$ cat config.mk
export PLATFORM = sky130hd
export DESIGN_NAME = uart_rx
export DESIGN_NICKNAME = d
export VERILOG_FILES = /design/src/rtl/uart_pkg.sv /design/src/rtl/uart_sync2.sv /design/src/rtl/uart_rx.sv
export SDC_FILE = /design/constraint.sdc
export NUM_CORES = 1
export LEC_CHECK = 0
export ABC_AREA = 1
export ABC_CLOCK_PERIOD_IN_PS = 3180
export CAP_MARGIN = 10
export CORE_MARGIN = 1
export CORE_UTILIZATION = 45
export DETAILED_ROUTE_END_ITERATION = 12
export HOLD_SLACK_MARGIN = 0.08
export PLACE_DENSITY_LB_ADDON = 0.3
export SLEW_MARGIN = 5
export SYNTH_ARGS = -nofsm -noshare
export SYNTH_HDL_FRONTEND = slang
export SYNTH_SLANG_ARGS = --single-unit
$ cat constraint.sdc
create_clock -name clk -period 3.18 [get_ports clk]
set_input_delay 0.477 -clock clk [delete_from_list [all_inputs] [get_ports clk]]
set_output_delay 0.477 -clock clk [all_outputs]
set_load 0.05 [all_outputs]
$ cat src/rtl/uart_pkg.sv
// -----------------------------------------------------------------------------
// uart_pkg
// Shared UART definitions: receiver state encoding, the default bit divisor
// (also used by the transmitter) and frame-length constants.
// No ports.
// -----------------------------------------------------------------------------
package uart_pkg;

    // 25 MHz system clock / 115200 baud
    localparam int UART_DEFAULT_CLKS_PER_BIT = 217;

    localparam int UART_DATA_BITS  = 8;
    localparam int UART_STOP_BITS  = 1;

    typedef enum logic [2:0] {
        ST_IDLE   = 3'd0,
        ST_START  = 3'd1,
        ST_DATA   = 3'd2,
        ST_PARITY = 3'd3,
        ST_STOP   = 3'd4
    } uart_rx_state_e;

    // Even parity: XOR of the data bits and the parity bit must be 0.
    function automatic logic even_parity_ok(input logic [UART_DATA_BITS-1:0] data,
                                            input logic                      par);
        return ~((^data) ^ par);
    endfunction

endpackage

$ cat src/rtl/uart_sync2.sv
// -----------------------------------------------------------------------------
// uart_sync2
// Two-flop synchronizer for an asynchronous single-bit input.
// Parameters:
//   RESET_VAL  value both flops take during reset (idle level of the line)
// Ports:
//   clk    in   system clock
//   reset  in   synchronous, active-high reset
//   d      in   asynchronous input
//   q      out  synchronised output (2 cycles latency)
// -----------------------------------------------------------------------------
module uart_sync2 #(
    parameter logic RESET_VAL = 1'b1
) (
    input  logic clk,
    input  logic reset,
    input  logic d,
    output logic q
);

    logic meta_q, meta_d;
    logic sync_q, sync_d;

    always_comb begin
        meta_d = d;
        sync_d = meta_q;
    end

    always_ff @(posedge clk) begin
        if (reset) begin
            meta_q <= RESET_VAL;
            sync_q <= RESET_VAL;
        end else begin
            meta_q <= meta_d;
            sync_q <= sync_d;
        end
    end

    assign q = sync_q;

endmodule

$ cat src/rtl/uart_rx.sv
// -----------------------------------------------------------------------------
// uart_rx
// UART receiver: 8N1 frames (8E1 when UART_RX_PARITY_EN is defined) at a fixed
// divisor of the system clock, delivered through a single-entry holding
// register with a valid/ready handshake. Errors are reported as 1-cycle pulses.
// Configuration macro: UART_RX_PARITY_EN (adds even-parity bit and parity_err).
// Parameters:
//   CLKS_PER_BIT  system clocks per bit, >= 4
// Ports:
//   clk         in   system clock
//   reset       in   synchronous, active-high reset
//   rxd         in   asynchronous serial input, idle high
//   rx_data     out  received byte, stable while rx_valid is high
//   rx_valid    out  holding register full
//   rx_ready    in   consumer takes the byte on rx_valid && rx_ready
//   frame_err   out  pulse: stop bit sampled low
//   overrun     out  pulse: completed byte dropped (holding register full)
//   parity_err  out  pulse: parity mismatch (constant 0 without parity)
// -----------------------------------------------------------------------------
module uart_rx
    import uart_pkg::*;
#(
    parameter int CLKS_PER_BIT = UART_DEFAULT_CLKS_PER_BIT
) (
    input  logic       clk,
    input  logic       reset,
    input  logic       rxd,
    output logic [7:0] rx_data,
    output logic       rx_valid,
    input  logic       rx_ready,
    output logic       frame_err,
    output logic       overrun,
    output logic       parity_err
);

    localparam int             DIV_W    = $clog2(CLKS_PER_BIT);
    localparam logic [DIV_W-1:0] DIV_FULL = DIV_W'(CLKS_PER_BIT - 1);
    localparam logic [DIV_W-1:0] DIV_HALF = DIV_W'(CLKS_PER_BIT / 2 - 1);
    localparam logic [DIV_W-1:0] DIV_ONE  = DIV_W'(1);
    localparam logic [2:0]       LAST_BIT = 3'(UART_DATA_BITS - 1);

    logic rxd_s;

    uart_rx_state_e   state_q, state_d;
    logic             armed_q, armed_d;
    logic [1:0]       settle_q, settle_d;
    logic [DIV_W-1:0] div_q, div_d;
    logic [2:0]       bit_cnt_q, bit_cnt_d;
    logic [7:0]       shift_q, shift_d;
    logic [7:0]       rx_data_q, rx_data_d;
    logic             rx_valid_q, rx_valid_d;
    logic             frame_err_q, frame_err_d;
    logic             overrun_q, overrun_d;
`ifdef UART_RX_PARITY_EN
    logic             par_bad_q, par_bad_d;
    logic             parity_err_q, parity_err_d;
`endif

    logic div_expired;

    uart_sync2 #(.RESET_VAL(1'b1)) u_sync (
        .clk   (clk),
        .reset (reset),
        .d     (rxd),
        .q     (rxd_s)
    );

    assign div_expired = (div_q == '0);

    always_comb begin
        state_d     = state_q;
        // The synchronizer resets to 1, so its output shows a fake idle level
        // until real samples have flushed through; settle_q masks that window
        // so a reset released mid-frame cannot arm the start detector.
        settle_d    = {settle_q[0], 1'b1};
        armed_d     = armed_q | (settle_q[1] & rxd_s);
        div_d       = div_expired ? DIV_FULL : (div_q - DIV_ONE);
        bit_cnt_d   = bit_cnt_q;
        shift_d     = shift_q;
        rx_data_d   = rx_data_q;
        rx_valid_d  = rx_valid_q & ~rx_ready;
        frame_err_d = 1'b0;
        overrun_d   = 1'b0;
`ifdef UART_RX_PARITY_EN
        par_bad_d    = par_bad_q;
        parity_err_d = 1'b0;
`endif

        case (state_q)
            ST_IDLE: begin
                div_d     = '0;
                bit_cnt_d = '0;
`ifdef UART_RX_PARITY_EN
                par_bad_d = 1'b0;
`endif
                if (armed_q && !rxd_s) begin
                    div_d   = DIV_HALF;
                    state_d = ST_START;
                end
            end
            ST_START: begin
                if (div_expired) begin
                    // Line back high at mid-start: a glitch, not a frame.
                    state_d = rxd_s ? ST_IDLE : ST_DATA;
                end
            end
            ST_DATA: begin
                if (div_expired) begin
                    shift_d   = {rxd_s, shift_q[7:1]};
                    bit_cnt_d = bit_cnt_q + 3'd1;
                    if (bit_cnt_q == LAST_BIT) begin
`ifdef UART_RX_PARITY_EN
                        state_d = ST_PARITY;
`else
                        state_d = ST_STOP;
`endif
                    end
                end
            end
`ifdef UART_RX_PARITY_EN
            ST_PARITY: begin
                if (div_expired) begin
                    par_bad_d = ~even_parity_ok(shift_q, rxd_s);
                    state_d   = ST_STOP;
                end
            end
`endif
            ST_STOP: begin
                if (div_expired) begin
                    // Back to IDLE at mid-stop so zero-gap frames are caught.
                    state_d = ST_IDLE;
                    if (!rxd_s) begin
                        // Require the line to go high again before the next
                        // start, so a held break is reported once.
                        frame_err_d = 1'b1;
                        armed_d     = 1'b0;
`ifdef UART_RX_PARITY_EN
                    end else if (par_bad_q) begin
                        parity_err_d = 1'b1;
`endif
                    end else if (!rx_valid_q || rx_ready) begin
                        rx_data_d  = shift_q;
                        rx_valid_d = 1'b1;
                    end else begin
                        overrun_d = 1'b1;
                    end
                end
            end
            default: begin
                state_d = ST_IDLE;
            end
        endcase
    end

    always_ff @(posedge clk) begin
        if (reset) begin
            state_q      <= ST_IDLE;
            armed_q      <= 1'b0;
            settle_q     <= 2'b00;
            div_q        <= '0;
            bit_cnt_q    <= '0;
            rx_data_q    <= '0;
            rx_valid_q   <= 1'b0;
            frame_err_q  <= 1'b0;
            overrun_q    <= 1'b0;
`ifdef UART_RX_PARITY_EN
            par_bad_q    <= 1'b0;
            parity_err_q <= 1'b0;
`endif
        end else begin
            state_q      <= state_d;
            armed_q      <= armed_d;
            settle_q     <= settle_d;
            div_q        <= div_d;
            bit_cnt_q    <= bit_cnt_d;
            rx_data_q    <= rx_data_d;
            rx_valid_q   <= rx_valid_d;
            frame_err_q  <= frame_err_d;
            overrun_q    <= overrun_d;
`ifdef UART_RX_PARITY_EN
            par_bad_q    <= par_bad_d;
            parity_err_q <= parity_err_d;
`endif
        end
    end

    // Shift register is pure datapath; its contents are only used after a
    // full frame has been shifted in.
    always_ff @(posedge clk) begin
        shift_q <= shift_d;
    end

    assign rx_data   = rx_data_q;
    assign rx_valid  = rx_valid_q;
    assign frame_err = frame_err_q;
    assign overrun   = overrun_q;
`ifdef UART_RX_PARITY_EN
    assign parity_err = parity_err_q;
`else
    assign parity_err = 1'b0;
`endif

endmodule

==> results of run 1 <==
[layer usage]
layer / track usage [%] / routed length (um) / share of wire (%) / vias up
li1: - / - / - / 679
met4: 5.97 / 37 / 1.3 / 0
met1: 21.4 / 1440 / 51 / 551
met2: 25.7 / 1220 / 44 / 21
met5: 0 / 0 / 0 / -
met3: 4.89 / 98 / 3.5 / 7
[worst min path at each step]
stage | startpoint | to | slack, ps | cells past startpoint
2_1_floorplan | settle_q[0] | settle_q[1] | 390 | 2
3_3_place_gp | u_sync.meta_q | u_sync.q | 400 | 1
3_5_place_dp | u_sync.meta_q | u_sync.q | 400 | 1
4_1_cts | u_sync.meta_q | u_sync.q | 420 | 1
5_1_grt | u_sync.meta_q | u_sync.q | 450 | 1
6_report | u_sync.meta_q | u_sync.q | 420 | 1
[registers in the layout, indices dropped and copies added, names as in the netlist]
register       count
frame_err          1
overrun            1
rx_data            8
div_q              8
rx_valid           1
state_q            3
settle_q           2
u_sync.q           1
u_sync.meta_q      1
armed_q            1
shift_q            8
bit_cnt_q          3
[power groups by stage]
stage                     registers [W]  logic [W]  clock network (W)
after CTS                      0.000626   0.000495           0.000399
after detailed placement       0.000637   0.000493                  0
after global routing           0.000637   0.000555           0.000418
final                          0.000627   0.000492           0.000394
after floorplan                0.000640   0.000395                  0
after global placement         0.000635   0.000492                  0
[cell usage after synthesis (all sizes together)]
cell type / n
nand2: 48
inv: 46
dfxtp: 30
nor2: 27
nand3: 21
a21oi: 12
edfxtp: 8
o21ai: 5
buf: 4
ha: 3
or2: 3
a211oi: 1
a21boi: 1
a31oi: 1
conb: 1
nand3b: 1
xor2: 1
[area by class of cell]
class / instances / area, um2
fillers: 343 / 1500
flip-flops and latches: 38 / 841
multi-input cells: 125 / 649
inverters: 46 / 173
repair buffers: 14 / 140
clock buffers: 6 / 72.6
well taps: 46 / 57.6
clock inverters: 2 / 33.8
[cells in the final DEF (no fill, tap or decap), types with 2 or more instances in the layout]
cell             count
nor2_4               3
nand3_1             21
nand2_2              4
inv_1               37
dfxtp_1             30
nor2_2               5
edfxtp_1             8
clkbuf_8             5
or2_2                3
nand2_4              2
clkdlybuf4s50_1     14
nand2_1             42
a21oi_1             12
ha_1                 3
o21ai_0              3
inv_2                9
nor2_1              18
[worst reg2reg max path: stages, from the launching register on]
cell     delay [ps]
dfxtp_1         310
inv_2            80
ha_1            200
nand2_2         100
nor2_4          160
nand2_4         110
nor2_4          270
[logic make-up after synthesis]
| logic type | synth area share, % |
|---|---|
| xor gates and xnor gates | 0.517 |
| adders and majority gates | 2.22 |
| DFF | 49.6 |
| and+or+nand+nor | 28.9 |
| AOI/OAI and AO/OA | 6.50 |
| buffers and inverters | 12.0 |
| other | 0.221 |
[metrics by stage]
step | total power [W] | hold WS (ps) | worst slack, ps
3_5_place_dp | 0.00113 | 403 | 1070
6_report | 0.00151 | 415 | 1260
4_1_cts | 0.00152 | 419 | 1250
3_3_place_gp | 0.00113 | 402 | 1150
2_1_floorplan | 0.00104 | 388 | 1790
5_1_grt | 0.00161 | 449 | 1120
==> flow_summary.toml, run 1 <==
[run_status]
status = "completed"

[power]
intPower_w = 0.000965
seq_power_share_pct = 41.5
p_sw_share_pct = 36.2
p_comb_share_pct = 32.5
clkPwrFrac_pct = 26.0
power.density_mw_per_mm2 = 769
power_leakage_nw = 0.873
ir_drop_v = 0.000360
p_switching_w = 0.000547

[critical_path]
endpoint = "rx_data[6]"
cpLargestDelayFamily = "buffers and inverters"
r2r-start = "div_q[0]"
reg2reg_slack_ps = 1640
cp_slowest_cell = "clkdlybuf4s50_1"
path_cells = "clkdlybuf4s50_1"
worstSetupStartpoint = "rx_data[6]"
path_class = "reg -> out"
rr_worst_depth = 6
critical_path_required_ps = 2700
end_kind = "output pin"
max_stage_delay_ps = 800
crit_arrival_ps = 1440
worst-path-stages = 1
cp-start-kind = "flip-flop"
rr_endpoint = "shift_q[1]"
crit_buf_inv = 1
worst-path-max-fanout = 2

[logic_synthesis]
synth.area.top_cells = "dfxtp_1, edfxtp_1, nand2_1"
synth_warnings = 0
yosysSeqAreaShare_pct = 49.6
synthesis.nets = 220
ys_types = 28
synth_top_area_share_pct = 35.5
syn_inst = 213
synth.cell_area_mm2 = 0.00169
syn_avg_cell_area_um2 = 7.95
synth_seq_cells = 38
yosysTopAreaCell = "dfxtp_1"

[cts]
htree_levels = 2
postCtsSetupBuffers = 0
clk_pin_slew_ps = 80
cts_buffers = 5
cts_resized = 0
cts-root-buf = "clkbuf_8"
cts_tree = "yes"
cts.sinks = 38
clk_latency_ps = 290
ctsLongestPathBuffers = 2
cts.hold.buffers_added = 0

[layout]
design_area_mm2 = 0.00197
fin_util_pct = 56.7
final_layout_size_suffix_gt1_share_pct = 14.7
area_growth_pct = 16.1
diodes = 0
fin_nets = 237
fin_cells = 277

[global_routing]
grt_first_pass_wirelength_um = 5150
grt_overflow = 0
antenna_found_initial = 0
grt_max_degree = 15
grtUsageTotal_pct = 16.5
first_global_vias = 1183

[die]
die_x_um = 63.4
start_util_pct = 48.8
die_y_um = 63.4
pin_count = 16
num_rows = 21
core_mm2 = 0.00347
dieArea_mm2 = 0.00401

[placed_design]
placed_cells = 269
dp_hpwl_um = 2060
portBuffers = 14
place_area_mm2 = 0.00186
place.gp.congestion = 0.834

[sta]
setup_violations = 0
skew_ps = 7.97
fin_crit_ps = 1920
finalHoldViolations = 0
final_max_slew_viol_count = 0
fin_setup_tns_ps = 0
fin_crit_sh_pct = 60.4
timing.fmax_mhz = 520
rsz0062_at_grt = "false"

[routing]
drc_errors = 0
drt_pass1_iterations = 4
drt-vias-per-instance = 4.54
dr.first_iter.drc_count = 61
wl_per_cell_um = 10.1
ant_nets = 0
num_vias = 1258
wl_um = 2800

[worst_hold_path]
holdCritPathClass = "reg -> reg"

[job]
maxCapViolCount = 0
(Power assumes the default switching activity.)
==> inputs of run 2 (changes only) <==
--- a/config.mk
+++ b/config.mk
@@ -6,7 +6,7 @@
 export NUM_CORES = 1
 export LEC_CHECK = 0
 export ABC_AREA = 1
-export ABC_CLOCK_PERIOD_IN_PS = 3180
+export ABC_CLOCK_PERIOD_IN_PS = 2000
 export CAP_MARGIN = 10
 export CORE_MARGIN = 1
 export CORE_UTILIZATION = 45
==> constraint.sdc (replaced) <==
create_clock -name clk -period 2 [get_ports clk]
set_input_delay 0.3 -clock clk [delete_from_list [all_inputs] [get_ports clk]]
set_output_delay 0.3 -clock clk [all_outputs]
set_load 0.05 [all_outputs]
==> run 2 against run 1 <==
  * Non-clock buffer count grew 2
  * First-iteration DRC count down 52%
  * Core utilization is 0.11 points higher
  * Design area is 0.19% higher
  * Total power up 53%
  * Combinational power rose by 58%
  * Largest power group unchanged
  * Register-to-register slack worse by 1100 ps
  * Via count unchanged
  * Hold slack got worse by 11 ps
  * Final cell count grew 0.72%
  * Critical path type unchanged
  * Wire length down 3.8%
  * Global-route usage increased by 0.18 points
==> flow_summary.toml, run 2 (same netlist as run 1, synthesis figures left out) <==
[critical_path]
path_cells = "clkdlybuf4s50_1"
critical_path_required_ps = 1700
cp-start-kind = "flip-flop"
cpLargestDelayFamily = "buffers and inverters"
crit_buf_inv = 1
worst-path-max-fanout = 2
end_kind = "output pin"
max_stage_delay_ps = 800
cp_slowest_cell = "clkdlybuf4s50_1"
crit_arrival_ps = 1430
reg2reg_slack_ps = 500
path_class = "reg -> out"

[die]
pin_count = 16
dieArea_mm2 = 0.00401
die_x_um = 63.4
start_util_pct = 48.8
die_y_um = 63.4
num_rows = 21
core_mm2 = 0.00347

[layout]
area_growth_pct = 16.3
final_layout_size_suffix_gt1_share_pct = 16.3
seqCellArea_um2 = 841
fillers = 336
final_common_cell = "nand2_1"
fin_nets = 239
diodes = 0
design_area_mm2 = 0.00197
multi_input_comb_area_um2 = 649
final_cell_mix = "nand2_1, inv_1, dfxtp_1"

[routing]
drc_errors = 0
dr.first_iter.drc_count = 29
drt_pass1_iterations = 4
wl_per_cell_um = 9.64
num_vias = 1258
drt-vias-per-instance = 4.51
ant_nets = 0
wl_um = 2690

[global_routing]
grt_max_degree = 14
first_global_vias = 1208
grt_overflow = 0
antenna_found_initial = 0
grt_first_pass_wirelength_um = 5110
grtUsageTotal_pct = 16.6

[cts]
ctsLongestPathBuffers = 2
cts_resized = 0
clk_pin_slew_ps = 70
cts_tree = "yes"
postCtsSetupBuffers = 0
cts-root-buf = "clkbuf_8"
cts_buffers = 5
clk_latency_ps = 290
cts.sinks = 38
cts.hold.buffers_added = 0
htree_levels = 2

[worst_hold_path]
holdCritPathClass = "reg -> reg"

[placed_design]
dp_hpwl_um = 2020
portBuffers = 14
place.gp.congestion = 0.948
place_area_mm2 = 0.00188

[sta]
setup_violations = 0
fin_crit_sh_pct = 86.7
final_max_slew_viol_count = 0
fin_setup_tns_ps = 0
slew_headroom_pct = 66.8
finalHoldViolations = 0
skew_ps = 7.11
fin_crit_ps = 1730
worstMarginPinSlew_ps = 496
timing.fmax_mhz = 576
rsz0062_at_grt = "false"

[power]
power.density_mw_per_mm2 = 1180
p_total_w = 0.00232
power_leakage_nw = 0.877
ir_drop_v = 0.000660

[run_status]
status = "completed"

[job]
maxCapViolCount = 0
-- run 2: cell types whose count changed in the layout (fill, tap and decap cells not counted), sizes merged --
| cell | change |
|---|---|
| bufinv | -1 |
| clkinvlp | +1 |
| buf | +2 |
-- run 2: worst register-to-register path, cell delays in order, from the launching register on --
cell,delay (ps)
dfxtp_1,310
inv_2,80
ha_1,200
nand2_2,100
nor2_4,140
nand2_4,100
nor2_4,260
-- run 2: metrics by stage --
step	instances	worst slack, ps	util [%]	hold slack (ps)
2_1_floorplan	213	609	-	388
3_3_place_gp	271	525	54.1	390
3_5_place_dp	271	472	54.1	397
4_1_cts	279	252	56.8	407
5_1_grt	279	201	56.8	435
6_report	279	265	56.8	405
-- run 2: area by class of cell --
class / instances / area share [%]
multi-input cells: 125 / 33.0
clock buffers: 6 / 4.19
inverters: 46 / 8.76
clock inverters: 2 / 0.635
flip-flops and latches: 38 / 42.7
well taps: 46 / 2.92
repair buffers: 16 / 7.87
-- run 2: path summary, 6_finish.rpt --
| check | cells after the start | startpoint | to |
|---|---|---|---|
| worst max register to register | 6 | div_q[0] | shift_q[2] |
| worst min-delay path | 2 | settle_q[0] | settle_q[1] |
| worst min register to register | 2 | settle_q[0] | settle_q[1] |
| worst max-delay path | 1 | rx_data[6] | rx_data[6] |
-- run 2: power breakdown --
| part | total (W) | internal (W) | switching [W] |
|---|---|---|---|
| combinational | 0.000775 | 0.000248 | 0.000527 |
| sequential | 0.000996 | 0.000922 | 0.0000750 |
| clock | 0.000545 | 0.000277 | 0.000268 |
-- run 2: per-layer routing --
layer	up-vias	global-route usage (%)	part of all wire, %	wire length, um
met2	23	25.9	44	1180
met1	544	19.8	50	1330
li1	685	-	-	-
met5	-	0	0	0
met4	0	9.94	2.6	69
met3	6	5.43	3.9	105
==> inputs of run 3 (changes only) <==
--- a/config.mk
+++ b/config.mk
@@ -11,6 +11,8 @@
 export CORE_MARGIN = 1
 export CORE_UTILIZATION = 45
 export DETAILED_ROUTE_END_ITERATION = 12
+export GPL_ROUTABILITY_DRIVEN = 0
+export GPL_TIMING_DRIVEN = 0
 export HOLD_SLACK_MARGIN = 0.08
 export PLACE_DENSITY_LB_ADDON = 0.3
 export SLEW_MARGIN = 5
==> run 3 against run 2 <==
  * Largest power group unchanged
  * Final cell count grew 0.72%
  * Sequential share of layout area shrank 0.24 points
  * Setup slack gained 6.7 ps
  * Via count grew 2.3%
  * Total power is essentially flat
  * Critical path type unchanged
  * Critical endpoint is now rx_data[3]
==> flow_summary.toml, run 3 (same netlist as run 1, synthesis figures left out) <==
[run_status]
status = "completed"

[sta]
setup_violations = 0
fin_crit_sh_pct = 86.4
timing.fmax_mhz = 579
worstMarginPinSlew_ps = 523
slew_headroom_pct = 65.2
final_max_slew_viol_count = 0
skew_ps = 5.63
fin_setup_tns_ps = 0
fin_crit_ps = 1730
final.setup.worst_slack_ps = 272
rsz0062_at_grt = "false"
finalHoldViolations = 0

[critical_path]
critical_path_required_ps = 1700
path_class = "reg -> out"
cpLargestDelayFamily = "buffers and inverters"
crit_buf_inv = 1
cp_slowest_cell = "clkdlybuf4s50_1"
max_stage_delay_ps = 800
path_cells = "clkdlybuf4s50_1"
cp-start-kind = "flip-flop"
crit_arrival_ps = 1430
worst-path-max-fanout = 2
end_kind = "output pin"

[routing]
drt-vias-per-instance = 4.58
wl_per_cell_um = 10.1
dr.first_iter.drc_count = 42
drc_errors = 0
drt_pass1_iterations = 4
ant_nets = 0
wl_um = 2850
num_vias = 1287

[global_routing]
busiest_layer = "met2"
antenna_found_initial = 0
met1_usage_pct = 19.8
grt_max_degree = 12
grt_overflow = 0
first_global_vias = 1207
grt_first_pass_wirelength_um = 5090
grtUsageTotal_pct = 17.0
met2_usage_pct = 26.6
met3_usage_pct = 4.89

[cts]
postCtsSetupBuffers = 0
clk_pin_slew_ps = 70
cts_resized = 0
cts-root-buf = "clkbuf_8"
htree_levels = 2
cts.hold.buffers_added = 0
ctsLongestPathBuffers = 2
clk_latency_ps = 290
cts_tree = "yes"
cts.sinks = 38
cts_buffers = 5

[placed_design]
portBuffers = 14
dp_hpwl_um = 2090
place_ws_ps = 447

[die]
pin_count = 16
num_rows = 21
start_util_pct = 48.8
die_x_um = 63.4
core_mm2 = 0.00347
die_y_um = 63.4
dieArea_mm2 = 0.00401

[power]
p_sw_share_pct = 37.3
p_comb_share_pct = 33.7
power_leakage_nw = 0.883
intPower_w = 0.00145
seq_power_share_pct = 43.1
ir_drop_v = 0.000572
power.density_mw_per_mm2 = 1170
p_switching_w = 0.000863
clkPwrFrac_pct = 23.1

[layout]
diodes = 0
final_layout_size_suffix_gt1_share_pct = 15.7
fin_nets = 241
area_growth_pct = 17.0
final_common_cell = "nand2_1"
final_cell_mix = "nand2_1, inv_1, dfxtp_1"

[job]
maxCapViolCount = 0

[worst_hold_path]
holdCritPathClass = "reg -> reg"
run 3: per-stage QoR:
step | instance area (um2) | hold slack, ps | utilization (%) | total power (W) | instances
3_5_place_dp | 1890 | 395 | 54.5 | 0.00180 | 273
3_3_place_gp | 1890 | 393 | 54.5 | 0.00179 | 273
6_report | 1980 | 410 | 57.1 | 0.00232 | 281
2_1_floorplan | 1690 | 388 | - | 0.00165 | 213
5_1_grt | 1980 | 428 | 57.1 | 0.00248 | 281
4_1_cts | 1980 | 411 | 57.1 | 0.00234 | 281
run 3: worst register-to-register path, stage by stage, from the launching register on:
cell and delay [ps]:
dfxtp_1 310, inv_2 80, ha_1 200, nand2_2 100, nor2_4 150, nand2_4 110, nor2_4 280
run 3: final cells by class:
type                            count  area [um2]
Sequential cell                    38         841
Inverter                           46         173
Tap cell                           46        57.6
Buffer                              4        31.3
Fill cell                         331        1490
Timing Repair Buffer               14         140
Clock buffer                        8        90.1
Multi-Input combinational cell    125         649
run 3: per-layer routing:
layer | wire length (um) | share of wire [%]
met5 | 0 | 0
met4 | 96 | 3.4
met1 | 1360 | 48
met2 | 1270 | 45
met3 | 113 | 4.0
run 3: worst paths after layout:
path,cells past startpoint,startpoint,slack (ps),endpoint
max,1,rx_data[3],270,rx_data[3]
min reg2reg,1,u_sync.meta_q,410,u_sync.q
min,1,u_sync.meta_q,410,u_sync.q
max reg2reg,6,div_q[0],460,shift_q[0]
run 3: power by group through the flow:
stage | logic [W] | registers (W) | clock network [W]
6_report | 0.000781 | 0.000999 | 0.000536
5_1_grt | 0.000890 | 0.00101 | 0.000578
4_1_cts | 0.000791 | 0.000999 | 0.000553
3_5_place_dp | 0.000790 | 0.00101 | 0
3_3_place_gp | 0.000781 | 0.00101 | 0
2_1_floorplan | 0.000628 | 0.00102 | 0
